--- src/rtl/mcu_pkg.sv ---
// mcu_pkg: opcodes, FSM states and instruction field positions
// shared by the mcu_core slice.
package mcu_pkg;

  localparam logic [7:0] OP_HALT = 8'h00;
  localparam logic [7:0] OP_LD   = 8'h01;
  localparam logic [7:0] OP_ST   = 8'h02;
  localparam logic [7:0] OP_LDI  = 8'h03;
  localparam logic [7:0] OP_MOV  = 8'h04;
  localparam logic [7:0] OP_ADD  = 8'h05;
  localparam logic [7:0] OP_SUB  = 8'h06;
  localparam logic [7:0] OP_AND  = 8'h07;
  localparam logic [7:0] OP_OR   = 8'h08;
  localparam logic [7:0] OP_XOR  = 8'h09;
  localparam logic [7:0] OP_SHL  = 8'h0A;
  localparam logic [7:0] OP_SHR  = 8'h0B;
  localparam logic [7:0] OP_JMP  = 8'h0C;
  localparam logic [7:0] OP_JZ   = 8'h0D;
  localparam logic [7:0] OP_JC   = 8'h0E;
  localparam logic [7:0] OP_ADC  = 8'h0F;

  localparam int OPC_LSB = 24;
  localparam int A_LSB   = 16;
  localparam int B_LSB   = 8;
  localparam int D_LSB   = 0;
  localparam int ADR_LSB = 0;
  localparam int TGT_LSB = 8;

  typedef enum logic [2:0] {
    S_FETCH,
    S_DECODE,
    S_EXEC,
    S_MEM,
    S_HALT
  } state_t;

  function automatic logic is_alu(input logic [7:0] op);
    return op inside {OP_ADD, OP_SUB, OP_AND, OP_OR,
                      OP_XOR, OP_SHL, OP_SHR, OP_ADC};
  endfunction

endpackage

--- src/rtl/mcu_alu.sv ---
// mcu_alu: combinational datapath for mcu_core.
// Result is DATA_W bits; c is carry (add) or borrow (sub).
module mcu_alu
  import mcu_pkg::*;
#(
  parameter int DATA_W = 8
) (
  input  logic [7:0]        op,
  input  logic [DATA_W-1:0] a,
  input  logic [DATA_W-1:0] b,
  input  logic              cin,
  output logic [DATA_W-1:0] result,
  output logic              z,
  output logic              c
);

  logic [DATA_W:0] sum;
  logic            ci;

  // Operation select; shifts by >= DATA_W fall out as zero
  always_comb begin
    result = '0;
    c      = 1'b0;
    ci     = (op == OP_ADC) & cin;
    sum    = {1'b0, a} + {1'b0, b} + {{DATA_W{1'b0}}, ci};
    unique case (op)
      OP_ADD, OP_ADC: {c, result} = sum;
      OP_SUB: begin
        result = a - b;
        c      = a < b;
      end
      OP_AND: result = a & b;
      OP_OR:  result = a | b;
      OP_XOR: result = a ^ b;
      OP_SHL: result = a << b;
      OP_SHR: result = a >> b;
      default: result = '0;
    endcase
    z = (result == '0);
  end

endmodule

--- src/rtl/mcu_core.sv ---
// mcu_core: multi-cycle register CPU with waited memory port.
// MCU_CARRY_EN adds the C flag, JC and ADC.
module mcu_core
  import mcu_pkg::*;
#(
  parameter int DATA_W = 8,
  parameter int ADDR_W = 16,
  parameter int NREGS  = 16
) (
  input  logic              clk,
  input  logic              rst,
  output logic [ADDR_W-1:0] mem_addr,
  output logic              mem_rd,
  output logic              mem_wr,
  output logic [DATA_W-1:0] mem_wdata,
  input  logic [DATA_W-1:0] mem_rdata,
  input  logic              mem_ready,
  output logic              halted,
  output logic              illegal,
  output logic [ADDR_W-1:0] pc
);

  localparam int IW = $clog2(NREGS);

  state_t            state;
  logic [1:0]        beat;
  logic [31:0]       ir;
  logic              z_q;
  logic [DATA_W-1:0] rf [NREGS];

  logic [7:0]        opc;
  logic [IW-1:0]     ia, ib, id;
  logic [DATA_W-1:0] ra, rb;
  logic [ADDR_W-1:0] daddr, tgt, pc4, npc;
  logic              legal, take, mem_op;
  logic              cin;
  logic [DATA_W-1:0] alu_res;
  logic              alu_z, alu_c;

`ifdef MCU_CARRY_EN
  logic c_q;
  assign cin = c_q;
`else
  logic unused_c;
  assign cin      = 1'b0;
  assign unused_c = alu_c;
`endif

  assign opc    = ir[OPC_LSB +: 8];
  assign ia     = ir[A_LSB +: IW];
  assign ib     = ir[B_LSB +: IW];
  assign id     = ir[D_LSB +: IW];
  assign ra     = rf[ia];
  assign rb     = rf[ib];
  assign daddr  = ir[ADR_LSB +: ADDR_W];
  assign tgt    = ir[TGT_LSB +: ADDR_W];
  assign pc4    = pc + ADDR_W'(4);
  assign npc    = take ? tgt : pc4;
  assign mem_op = (opc == OP_LD) | (opc == OP_ST);

  // Opcode legality and branch resolution
  always_comb begin
`ifdef MCU_CARRY_EN
    legal = opc <= OP_ADC;
    take  = (opc == OP_JMP) | ((opc == OP_JZ) & z_q)
          | ((opc == OP_JC) & c_q);
`else
    legal = opc <= OP_JZ;
    take  = (opc == OP_JMP) | ((opc == OP_JZ) & z_q);
`endif
  end

  mcu_alu #(.DATA_W(DATA_W)) u_alu (
    .op     (opc),
    .a      (ra),
    .b      (rb),
    .cin    (cin),
    .result (alu_res),
    .z      (alu_z),
    .c      (alu_c)
  );

  // Control FSM, bus requests, register file and flags
  always_ff @(posedge clk or posedge rst) begin
    if (rst) begin
      state     <= S_FETCH;
      beat      <= '0;
      ir        <= '0;
      pc        <= '0;
      mem_addr  <= '0;
      mem_rd    <= 1'b0;
      mem_wr    <= 1'b0;
      mem_wdata <= '0;
      halted    <= 1'b0;
      illegal   <= 1'b0;
      z_q       <= 1'b0;
`ifdef MCU_CARRY_EN
      c_q       <= 1'b0;
`endif
      for (int i = 0; i < NREGS; i++) rf[i] <= '0;
    end else begin
      unique case (state)
        S_FETCH: begin
          if (!mem_rd) begin
            mem_rd   <= 1'b1;
            mem_addr <= pc;
            beat     <= '0;
          end else if (mem_ready) begin
            ir   <= {ir[23:0], mem_rdata[7:0]};
            beat <= beat + 2'd1;
            if (beat == 2'd3) begin
              mem_rd <= 1'b0;
              state  <= S_DECODE;
            end else begin
              mem_addr <= mem_addr + ADDR_W'(1);
            end
          end
        end
        S_DECODE: begin
          if (!legal || opc == OP_HALT) begin
            halted  <= 1'b1;
            illegal <= !legal;
            state   <= S_HALT;
          end else begin
            state <= S_EXEC;
          end
        end
        S_EXEC: begin
          unique case (1'b1)
            is_alu(opc): begin
              rf[id] <= alu_res;
              z_q    <= alu_z;
`ifdef MCU_CARRY_EN
              if (opc inside {OP_ADD, OP_SUB, OP_ADC})
                c_q <= alu_c;
`endif
            end
            (opc == OP_LDI): rf[ia] <= DATA_W'(ir[B_LSB +: 8]);
            (opc == OP_MOV): rf[ia] <= rb;
            (opc == OP_LD): begin
              mem_rd   <= 1'b1;
              mem_addr <= daddr;
              state    <= S_MEM;
            end
            (opc == OP_ST): begin
              mem_wr    <= 1'b1;
              mem_addr  <= daddr;
              mem_wdata <= ra;
              state     <= S_MEM;
            end
            default: ;
          endcase
          if (!mem_op) begin
            pc       <= npc;
            mem_addr <= npc;
            mem_rd   <= 1'b1;
            beat     <= '0;
            state    <= S_FETCH;
          end
        end
        S_MEM: begin
          if (mem_ready) begin
            if (opc == OP_LD) begin
              rf[ia] <= mem_rdata;
              z_q    <= (mem_rdata == '0);
            end
            mem_wr   <= 1'b0;
            mem_rd   <= 1'b1;
            mem_addr <= pc4;
            pc       <= pc4;
            beat     <= '0;
            state    <= S_FETCH;
          end
        end
        S_HALT: ;
        default: state <= S_FETCH;
      endcase
    end
  end

endmodule

--- config.mk ---
export PLATFORM = sky130hd
export DESIGN_NAME = mcu_core
export DESIGN_NICKNAME = d
export VERILOG_FILES = /design/src/rtl/mcu_pkg.sv /design/src/rtl/mcu_alu.sv /design/src/rtl/mcu_core.sv
export SDC_FILE = /design/constraint.sdc
export NUM_CORES = 1
export LEC_CHECK = 0
export ABC_AREA = 0
export CAP_MARGIN = 20
export CORE_MARGIN = 1
export CORE_UTILIZATION = 52
export DETAILED_ROUTE_END_ITERATION = 10
export GPL_TIMING_DRIVEN = 0
export HOLD_SLACK_MARGIN = 0.1
export PLACE_DENSITY = 0.83
export SYNTH_ARGS = -nofsm -noshare
export SYNTH_HDL_FRONTEND = slang
export SYNTH_SLANG_ARGS = --single-unit
--- constraint.sdc ---
create_clock -name clk -period 6.2 [get_ports clk]
set_clock_uncertainty 0.05 [all_clocks]
set_input_delay 0.93 -clock clk [delete_from_list [all_inputs] [get_ports clk]]
set_output_delay 0.93 -clock clk [all_outputs]
set_load 0.05 [all_outputs]
==> summary.md, run 1 <==
| Metric | Value |
|---|---|
| Status | `completed` |
| Hold Path End | `halted` |
| Clock group share of total power | `23.9%` |
| Worst hold path class | `flop to flop` |
| Type of origin of the critical path | `flop` |
| GPL Wtd Cong | `1.01` |
| Post-synth EDFFs | `0` |
| Final #Nets | `1982` |
| Clock sink total | `210` |
| Filler instances | `2632` |
| # port buffers | `53` |
| 1st-iter DRT viols | `2819` |
| Final period utilization | `98.9%` |
| Peak VDD IR | `215 uV` |
| Total GRT Usage | `46.6%` |
| Global-route wire length before repair | `108000 um` |
| Switching Fraction | `48.0%` |
| Via/cell ratio | `7.43` |
| Pre-Repair DR Iteration Count | `9` |
| Post-route setup slack | `69.8 ps` |
| Worst path slowest cell | `nor3b_4` |
| Layout area overhead | `13.0%` |
| Syn_area_per_cell | `8.66 sq um` |
| Slew headroom | `18.6%` |
| Initial antenna violation count | `2` |
| Worst Path Arrival | `6510 ps` |
| Sequential share of power | `25.2%` |
| Register area share after synthesis | `32.7%` |
| Setup_tns | `0 ps` |
| TritonCTS Buffers | `26` |
| Hold Fails Final Rpt | `0` |
| CTS max path bufs | `3` |
| Critical path capture point type | `flop` |
| Total Wirelength | `73200 um` |
| Die W | `178 um` |
| Vias in the first global route | `16300` |
| Switch Pwr | `3.43 mW` |
| Post-synthesis cell type with the largest combined area | `dfrtp_1` |
| Post-DP HPWL | `54400 um` |
| Inserted Diodes | `0` |
| Core area | `30000 sq um` |
| CP peak stage delay | `600 ps` |
| Critical Path RT | `6580 ps` |
| Die Ht | `178 um` |
| PwrDens | `394 nW/um^2` |
| Worst R2R End | `rf[38]` |
| Fin crit period | `6130 ps` |
| Clock network latency to the later pin of the worst-skew pair | `560 ps` |
| Unique masters post-synth | `69` |
| Syn Nets | `1894` |
| Reg clk slew, reported paths | `60 ps` |
| RSZ-0062 raised after global routing | `false` |
| Routed via count | `17500` |
| MaxCap Viol Count | `0` |
| Initial core utilization | `53.5%` |
| R2R depth | `20` |
| Rows | `63` |
| Setup Viol. Count Final | `0` |
| Drt wl/cell | `31.2 um` |
| DR DRC count | `0` |
| Post-Syn Area | `16100 sq um` |
| Synth Flop Type | `dfrtp_1` |
| Post-synth ARST share | `100%` |
| Leakage power | `7.05 nW` |
| Highest clock rate | `163 MHz` |
| CP cell instances | `buf_2, buf_2, inv_1, a21oi_2, inv_1, buf_2, ha_1, nor2_1, xnor2_1, ha_1, a21o_1, a21oi_1, o21bai_1, a21oi_1, xnor2_1, a21oi_1, nor3b_4, clkbuf_1, o221ai_1, a22o_1` |
| Final Max Tran Viols | `0` |
| Final antenna-violating net count | `0` |
| Gate Count Post-Synth | `1855` |
| CTS tree | `built` |
| Int Pwr | `3.72 mW` |
| WP buf/inv | `6` |
| Synthesis-stage register bit count | `210` |
| Hold_sp | `halted` |
| Flop2flop setup slack | `70 ps` |
| Die area | `31600 sq um` |
| Root Buffer | `clkbuf_16` |
| Combinational share of power | `50.9%` |
| Top-Level Pins | `55` |
| Worst slew pin tran | `1220 ps` |
| Worst path top cell family by delay | `buffers and inverters` |
| Worst Setup Path Type | `flop to flop` |
| Share of layout cells above drive strength 1 | `10.0%` |
| Share of the synthesized area in the top cell type | `32.7%` |
| Global route overflow | `0` |
| CP max FO | `11` |
| Pin count of the biggest net entering global routing | `39` |
| Ys Warns | `0` |
| Hold Crit Depth | `1` |
| DP Worst Slack | `93.3 ps` |
| Main area contributors after synthesis | `dfrtp_1 (33%), mux4_2 (8.0%), nand2_1 (4.7%), a31oi_1 (4.6%), o21ai_0 (4.4%)` |
| RR Startpoint | `ir[11]` |
| H-tree depth | `1` |
| Post CTS Setup Buffer Count | `0` |
layout make-up:
cell class / count / area [sq um] / area share [%]
multi-input combinational: 1441 / 9940 / 54.8
sequential: 210 / 5260 / 29.0
buffer: 176 / 768 / 4.23
clock buffer: 35 / 736 / 4.05
timing repair buffer: 60 / 666 / 3.67
tap: 390 / 488 / 2.69
clock inverter: 10 / 183 / 1.01
inverter: 28 / 111 / 0.614
worst register-to-register path: cells and delay by family, from the launching register on:
kind / cells / cell delay, ps
AOI/OAI and AO/OA: 8 / 1900
and+or+nand+nor: 2 / 770
buffers and inverters: 6 / 2170
adders and majority gates: 2 / 500
xor gates and xnor gates: 2 / 230
DFF: 1 / 400
metal layers:
layer	part of all wire [%]	global-route usage [%]	wire, um
met1	36	58.8	26600
met2	42	69.2	31000
met3	14	12.9	9890
met4	7.8	31.4	5730
met5	0.029	0	21
how the worst max path moves through the flow:
stage,slack (ps),end,depth (start not counted),start
floorplan,1840,z_q,22,ir[10]
global placement,190,rf[118],20,ir[11]
detailed placement,90,rf[14],20,ir[11]
CTS,30,rf[38],20,ir[11]
global route,10,rf[30],19,ir[19]
finish,70,rf[38],20,ir[11]
synthesized netlist by cell type, types with 6 or more instances:
cell type	count
a222oi_1	6
a211oi_1	8
o21ai_0	141
o22a_1	9
mux2i_1	22
and3_1	11
nor2b_1	13
a311oi_1	19
nand2_1	202
nand2b_1	24
xor2_1	15
and2_1	9
mux4_2	57
nand3_1	61
o31ai_1	52
nor2_1	163
inv_1	26
o22ai_1	11
a31oi_1	119
a22oi_1	33
clkbuf_1	137
dfrtp_1	210
xnor2_1	18
ha_1	27
or3_1	9
o221ai_1	79
nor3_1	36
buf_4	9
buf_2	20
a21oi_1	126
mux2_2	37
a22o_1	67
cells in the final DEF (no fill, tap or decap), drive strengths merged, types with 8 or more instances in the layout:
cell and instances:
o221ai 79, and2 9, nand2b 24, xnor2 18, o21ai 146, mux2i 23, nor3 36, mux2 37
buf 46, a21oi 129, ha 27, o22ai 11, nand2 202, a31oi 119, o31ai 52, clkbuf 172
a311oi 19, a22oi 33, xor2 15, or3 10, and3 11, inv 28, mux4 62, a211oi 8
nor2b 13, nor2 163, a22o 67, nand3 61, o22a 9, dfrtp 210, clkdlybuf4s50 53
power by group through the flow:
stage,registers [mW],clock network (mW),logic [mW]
after global routing,1.82,1.74,3.76
after CTS,1.79,1.70,3.48
after detailed placement,1.81,0,3.47
after global placement,1.80,0,3.42
final,1.80,1.71,3.64
after floorplan,1.93,0,2.10
timing repair:
| item | 4_1_cts | 5_1_grt |
|---|---|---|
| hold buffers | 0 | 0 |
| resized for setup | 0 | 2 |
| endpoints found under the setup margin | 0 | 31 |
cells by family after synthesis:
kind of cell / share of synthesized area (%)
AOI/OAI and AO/OA: 29.5
adders and majority gates: 2.23
DFF: 32.7
and+or+nand+nor: 15.3
muxes: 12.9
buffers and inverters: 5.45
xor gates and xnor gates: 1.94
stage by stage:
step | power [mW] | std cells | util (%) | hold WS, ps | area (sq um)
4_1_cts | 6.97 | 2350 | 60.4 | 419 | 18100
2_1_floorplan | 4.02 | 1855 | - | 420 | 16100
3_3_place_gp | 5.22 | 2298 | 56.9 | 401 | 17100
3_5_place_dp | 5.28 | 2305 | 57.3 | 401 | 17200
5_1_grt | 7.32 | 2350 | 60.4 | 427 | 18100
6_report | 7.15 | 2350 | 60.4 | 415 | 18100
flip-flops by register name, indices dropped and copies added, names as in the netlist, 2 cells and up:
name / count
mem_addr: 16
rf: 128
mem_wdata: 8
pc: 16
state: 3
ir: 32
beat: 2
No activity file was read; power rests on OpenSTA's default activity.
==> run 2, diff against run 1 <==
--- a/config.mk
+++ b/config.mk
@@ -6,13 +6,12 @@
 export NUM_CORES = 1
 export LEC_CHECK = 0
 export ABC_AREA = 0
-export CAP_MARGIN = 20
-export CORE_MARGIN = 1
+export CORE_MARGIN = 2
 export CORE_UTILIZATION = 52
 export DETAILED_ROUTE_END_ITERATION = 10
 export GPL_TIMING_DRIVEN = 0
 export HOLD_SLACK_MARGIN = 0.1
-export PLACE_DENSITY = 0.83
+export PLACE_DENSITY_LB_ADDON = 0.15
 export SYNTH_ARGS = -nofsm -noshare
 export SYNTH_HDL_FRONTEND = slang
 export SYNTH_SLANG_ARGS = --single-unit
==> run 2 against run 1 <==
Via count is 0.32% lower. Count of clock-buffer cells in the layout is 1 higher. Non-clock buffer count is 2 lower. Register-to-register slack better by 180 ps. Global-route usage is 5.4 points lower. Sequential power hardly changed. Clock power is 5% higher. Total power is 0.14% lower. Critical path depth is 1 higher.
==> summary.md, run 2 (synthesized netlist as in run 1, its figures left out) <==
| Metric | Value |
|---|---|
| Switching Fraction | `46.6% (-1.3 points)` |
| MaxCap Viol Count | `0 (unchanged)` |
| CTS max path bufs | `3 (unchanged)` |
| DR DRC count | `0 (unchanged)` |
| Clock network latency to the later pin of the worst-skew pair | `570 ps (about the same)` |
| Highest clock rate | `168 MHz (+3.0%)` |
| Int Pwr | `3.81 mW (+2.4%)` |
| Top-Level Pins | `55 (unchanged)` |
| Worst Setup Path Type | `flop to flop` |
| Core area | `30500 sq um (+1.6%)` |
| TritonCTS Buffers | `27 (+3.8%)` |
| Critical path capture point type | `flop` |
| Switch Pwr | `3.33 mW (-2.9%)` |
| Setup_tns | `0 ps (unchanged)` |
| Max reg flops | `128 (unchanged)` |
| 1st-iter DRT viols | `2745 (-2.6%)` |
| Total Wirelength | `68300 um (-6.8%)` |
| Die area | `32300 sq um (+2.3%)` |
| Status | `completed` |
| Clock sink total | `210 (unchanged)` |
| Hold-fix buffers, CTS | `0 (unchanged)` |
| Worst hold path class | `flop to flop` |
| Root Buffer | `clkbuf_16` |
| Layout area overhead | `13.4%` |
| Sequential share of power | `25.1% (about the same)` |
| Via/cell ratio | `7.38 (-0.70%)` |
| Total GRT Usage | `41.1% (-5.4 points)` |
| Worst slew pin tran | `1190 ps (-36.3 ps)` |
| Share of layout cells above drive strength 1 | `10.3% (+0.29 points)` |
| Combinational share of power | `49.7% (-1.2 points)` |
| R2R depth | `21 (+5.0%)` |
| Leakage power | `7.07 nW (+0.30%)` |
| Rows | `64 (+1.6%)` |
| Fin crit period | `5950 ps (-178 ps)` |
| Global route overflow | `0 (unchanged)` |
| Final Max Tran Viols | `0 (unchanged)` |
| RSZ-0062 raised after global routing | `false` |
| Final period utilization | `96.0% (-2.9 points)` |
| Post-route setup slack | `248 ps (+178 ps)` |
| Most frequent cells in the layout | `dfrtp_1 (210), nand2_1 (202), nor2_1 (163)` |
| Worst Path Arrival | `6320 ps (-190 ps)` |
| H-tree depth | `1 (unchanged)` |
| Initial core utilization | `52.6% (-0.84 points)` |
| Global-route wire length before repair | `102000 um (-5.4%)` |
| Die W | `180 um (+1.1%)` |
| Drt wl/cell | `28.9 um (-7.1%)` |
| Critical Path RT | `6570 ps (about the same)` |
| Final #Nets | `1981 (-0.050%)` |
| Slew headroom | `21.0% (+2.4 points)` |
| Filler instances | `2763 (+5.0%)` |
| Hold Crit Depth | `1 (unchanged)` |
| Pin count of the biggest net entering global routing | `43 (+10%)` |
| Vias in the first global route | `16200 (-0.74%)` |
| Largest regs | `rf (128), ir (32)` |
| Hold Fails Final Rpt | `0 (unchanged)` |
| GPL Wtd Cong | `1.07 (+5.5%)` |
| Tot Pwr | `7.14 mW (-0.14%)` |
| Initial antenna violation count | `0 (-2)` |
| Post-DP HPWL | `51700 um (-5.1%)` |
| Commonest non-fill, non-tap cell in the layout | `dfrtp_1` |
| Type of origin of the critical path | `flop` |
| Setup Viol. Count Final | `0 (unchanged)` |
| Die Ht | `180 um (+1.1%)` |
| Reg clk slew, reported paths | `60 ps (about the same)` |
| Pre-Repair DR Iteration Count | `6 (-3)` |
| Inserted Diodes | `0 (unchanged)` |
| # port buffers | `53 (unchanged)` |
| Routed via count | `17400 (-0.32%)` |
| CTS tree | `built` |
| CP max FO | `11 (unchanged)` |
| Clock group share of total power | `25.1% (+1.2 points)` |
| Final antenna-violating net count | `0 (unchanged)` |
| DP Worst Slack | `172 ps (+78.4 ps)` |
| Peak VDD IR | `246 uV (+15%)` |
| PwrDens | `392 nW/um^2 (-0.49%)` |
| Biggest register | `rf` |
run 2: cell count changes in the layout (fill, tap and decap cells not counted), sizes merged:
| cell | before | now |
|---|---|---|
| clkinvlp | 1 | 4 |
| clkbuf | 172 | 173 |
| buf | 46 | 44 |
| bufinv | 5 | 6 |
run 2: per-layer routing:
| layer | GRT usage [%] | vias to the layer above | share of wire [%] |
|---|---|---|---|
| met5 | 0 | - | 0 |
| met4 | 25.2 | 0 | 7.4 |
| met3 | 8.83 | 321 | 12 |
| met2 | 63.9 | 1430 | 44 |
| met1 | 52.7 | 8334 | 36 |
| li1 | - | 7314 | - |
run 2: timing repair:
action | 4_1_cts | 5_1_grt
gates resized for setup | 0 | 2
buffers inserted | 0 | 0
setup endpoints to repair | 0 | 31
run 2: cell type report:
cell class	instances	area, sq um	area share (%)
well taps	396	495	2.72
repair buffers	58	631	3.46
flip-flops and latches	210	5260	28.9
inverters	28	111	0.611
clock buffers	36	779	4.28
clock inverters	14	231	1.27
multi-input cells	1441	9940	54.6
plain buffers	176	768	4.22
run 2: power groups by stage:
stage	Combinational [mW]	Sequential [mW]	Clock, mW
3_5_place_dp	3.39	1.80	0
3_3_place_gp	3.35	1.80	0
5_1_grt	3.70	1.81	1.86
2_1_floorplan	2.10	1.93	0
6_report	3.55	1.79	1.79
4_1_cts	3.41	1.78	1.80
run 2: worst max-delay path: stages, from the launching register on:
cell and delay, ps:
dfrtp_1 460, buf_2 330, buf_2 430, inv_1 310
a21oi_2 450, inv_1 230, buf_2 250, ha_1 300
a21o_1 200, inv_1 70, ha_1 210, nor2b_1 120
o21a_1 170, o21ai_0 300, nand2b_1 110, a211oi_1 260
nor2_1 90, a222oi_1 390, o311ai_2 450, buf_4 330
a21oi_1 160, o31ai_1 80
run 2: final timing paths:
path	startpoint	end	slack (ps)
min in group asynchronous	rst	rf[119]	830
worst min register to register	halted	halted	410
worst max-delay path	ir[11]	rf[117]	250
max in group asynchronous	rst	rf[85]	4290
worst max register to register	ir[11]	rf[117]	250
worst min-delay path	halted	halted	410
run 2: stage by stage:
stage          cells  hold slack [ps]  utilization (%)  cell area, sq um
2_1_floorplan   1855              420                -             16100
3_3_place_gp    2304              403             56.0             17100
3_5_place_dp    2309              403             56.4             17200
4_1_cts         2359              419             59.7             18200
5_1_grt         2359              430             59.7             18200
6_report        2359              410             59.7             18200
==> RTL edit: new RTL, flow settings as in run 2 <==
Reset style: synchronous (`rst`), changed in one clocked block.
--- a/src/rtl/mcu_core.sv
+++ b/src/rtl/mcu_core.sv
@@ -81,7 +81,7 @@
   );
 
   // Control FSM, bus requests, register file and flags
-  always_ff @(posedge clk or posedge rst) begin
+  always_ff @(posedge clk) begin
     if (rst) begin
       state     <= S_FETCH;
       beat      <= '0;
Check against the original RTL: differs if rst is asserted again (counterexample within 4 cycles, from zero or initial values and one cycle with rst high); with rst held inactive, the same outputs for 4 cycles.
==> RTL edit against run 2 <==
- routed wire length decreased by 40%
- critical path depth decreased by 1
- final area decreased by 20%
- area after synthesis is 20% lower
- worst setup slack better by 120 ps
- sequential cell count is 8 higher
- maximum frequency up 2.1%
- critical path type unchanged
Power is not compared: it rests on default switching activity, and its combinational part moved more than twofold at a synthesized area within 25%.
==> RTL edit: results <==
metrics = {
    "yosys": {
        "yosys.cell_types.count": 72,
        "yosys.area_share.xor_xnor_pct": 2.37,
        "async_flop_share_pct": 0,
        "avgSynthCellArea_um2": 9.92,
        "ys_seq_area_share_pct": 43.7,
        "synth_edf_count": 128,
        "synthAdderAreaFrac_pct": 2.77,
        "synth_compound_area_share_pct": 13.2,
        "ys.flop_type": "edfxtp_1",
        "synth_area_leaders": "edfxtp_1 30%, dfxtp_1 14%, mux4_2 11%",
    },
    "final_layout": {
        "nFlopsAndLatches": 218,
        "syn_to_final_growth_pct": 13.4,
        "filler_cell_count": 2106,
        "nMultiInputCombCells": 973,
        "drive_gt1_share_pct": 11.5,
        "n_clock_buffer": 33,
        "sh_seq_area_pct": 38.5,
        "fin_nets": 1424,
        "clk_share_pct": 5.05,
        "inv_count": 27,
        "multi_input_area_um2": 6830,
        "layout.nonclk_buf_share_pct": 6.40,
        "num-nonclk-buffers": 140,
    },
    "worst_setup_path": {
        "cp_slowest_stage_delay_ps": 580,
        "worstReg2RegEnd": "rf[12][7]",
        "arrival_ps": 6040,
        "slowest_stage": "mux4_2",
        "ff2ff_path_depth": 20,
        "rrSetupSlack_ps": 370,
        "critPathTopFamily": "multiplexers",
    },
    "global_routing": {
        "grt_pass1_vias": 10500,
        "grt_start_max_net_pins": 13,
        "use_met2_pct": 50.2,
        "use_met1_pct": 44.6,
        "antenna_found_initial": 0,
        "grt_pass1_wl_mm": 62.8,
    },
    "route": {
        "met2WireLength_mm": 18.8,
        "via_per_inst": 6.49,
        "drtPass1Iterations": 5,
        "wl_met1_mm": 16.7,
        "drt_wl_total_mm": 41.2,
        "wl_met3_mm": 4.35,
    },
    "placement": {
        "portBuffers": 54,
        "detailedPlace.worstSlack_ps": 47.9,
        "routabilityCongestion": 0.966,
        "place_area_um2": 13900,
    },
    "cts": {
        "cts_buffers": 25,
        "clk_latency_ps": 540,
        "cts-root-buf": "clkbuf_16",
    },
    "timing": {
        "post-route-period-util_pct": 94.0,
    },
    "run_status": {
        "outcome": "finished clean",
    },
}
-- RTL edit: stage by stage --
step                      total power [W]  instances  utilization, %  hold slack (ps)
after floorplan                   0.00184       1303               -              393
after global placement            0.00195       1681            56.9              401
after detailed placement          0.00195       1681            56.9              405
after CTS                         0.00330       1726            59.9              413
after global routing              0.00340       1727            60.1              440
final                             0.00331       1727            60.1              412
-- RTL edit: worst min path at each step --
stage | start | end | slack (ps) | cells after the start
after floorplan | ir[28] | ir[28] | 390 | 2
after global placement | mem_wr | mem_wr | 400 | 2
after detailed placement | mem_wr | mem_wr | 410 | 2
after CTS | mem_wr | mem_wr | 410 | 2
after global routing | ir[30] | ir[30] | 440 | 2
final | mem_wr | mem_wr | 410 | 2
-- RTL edit: timing repair --
action | 4_1_cts | 5_1_grt
gates resized for setup | 0 | 6
endpoints found under the setup margin | 0 | 33
buffers inserted | 0 | 1
hold buffers | 0 | 0
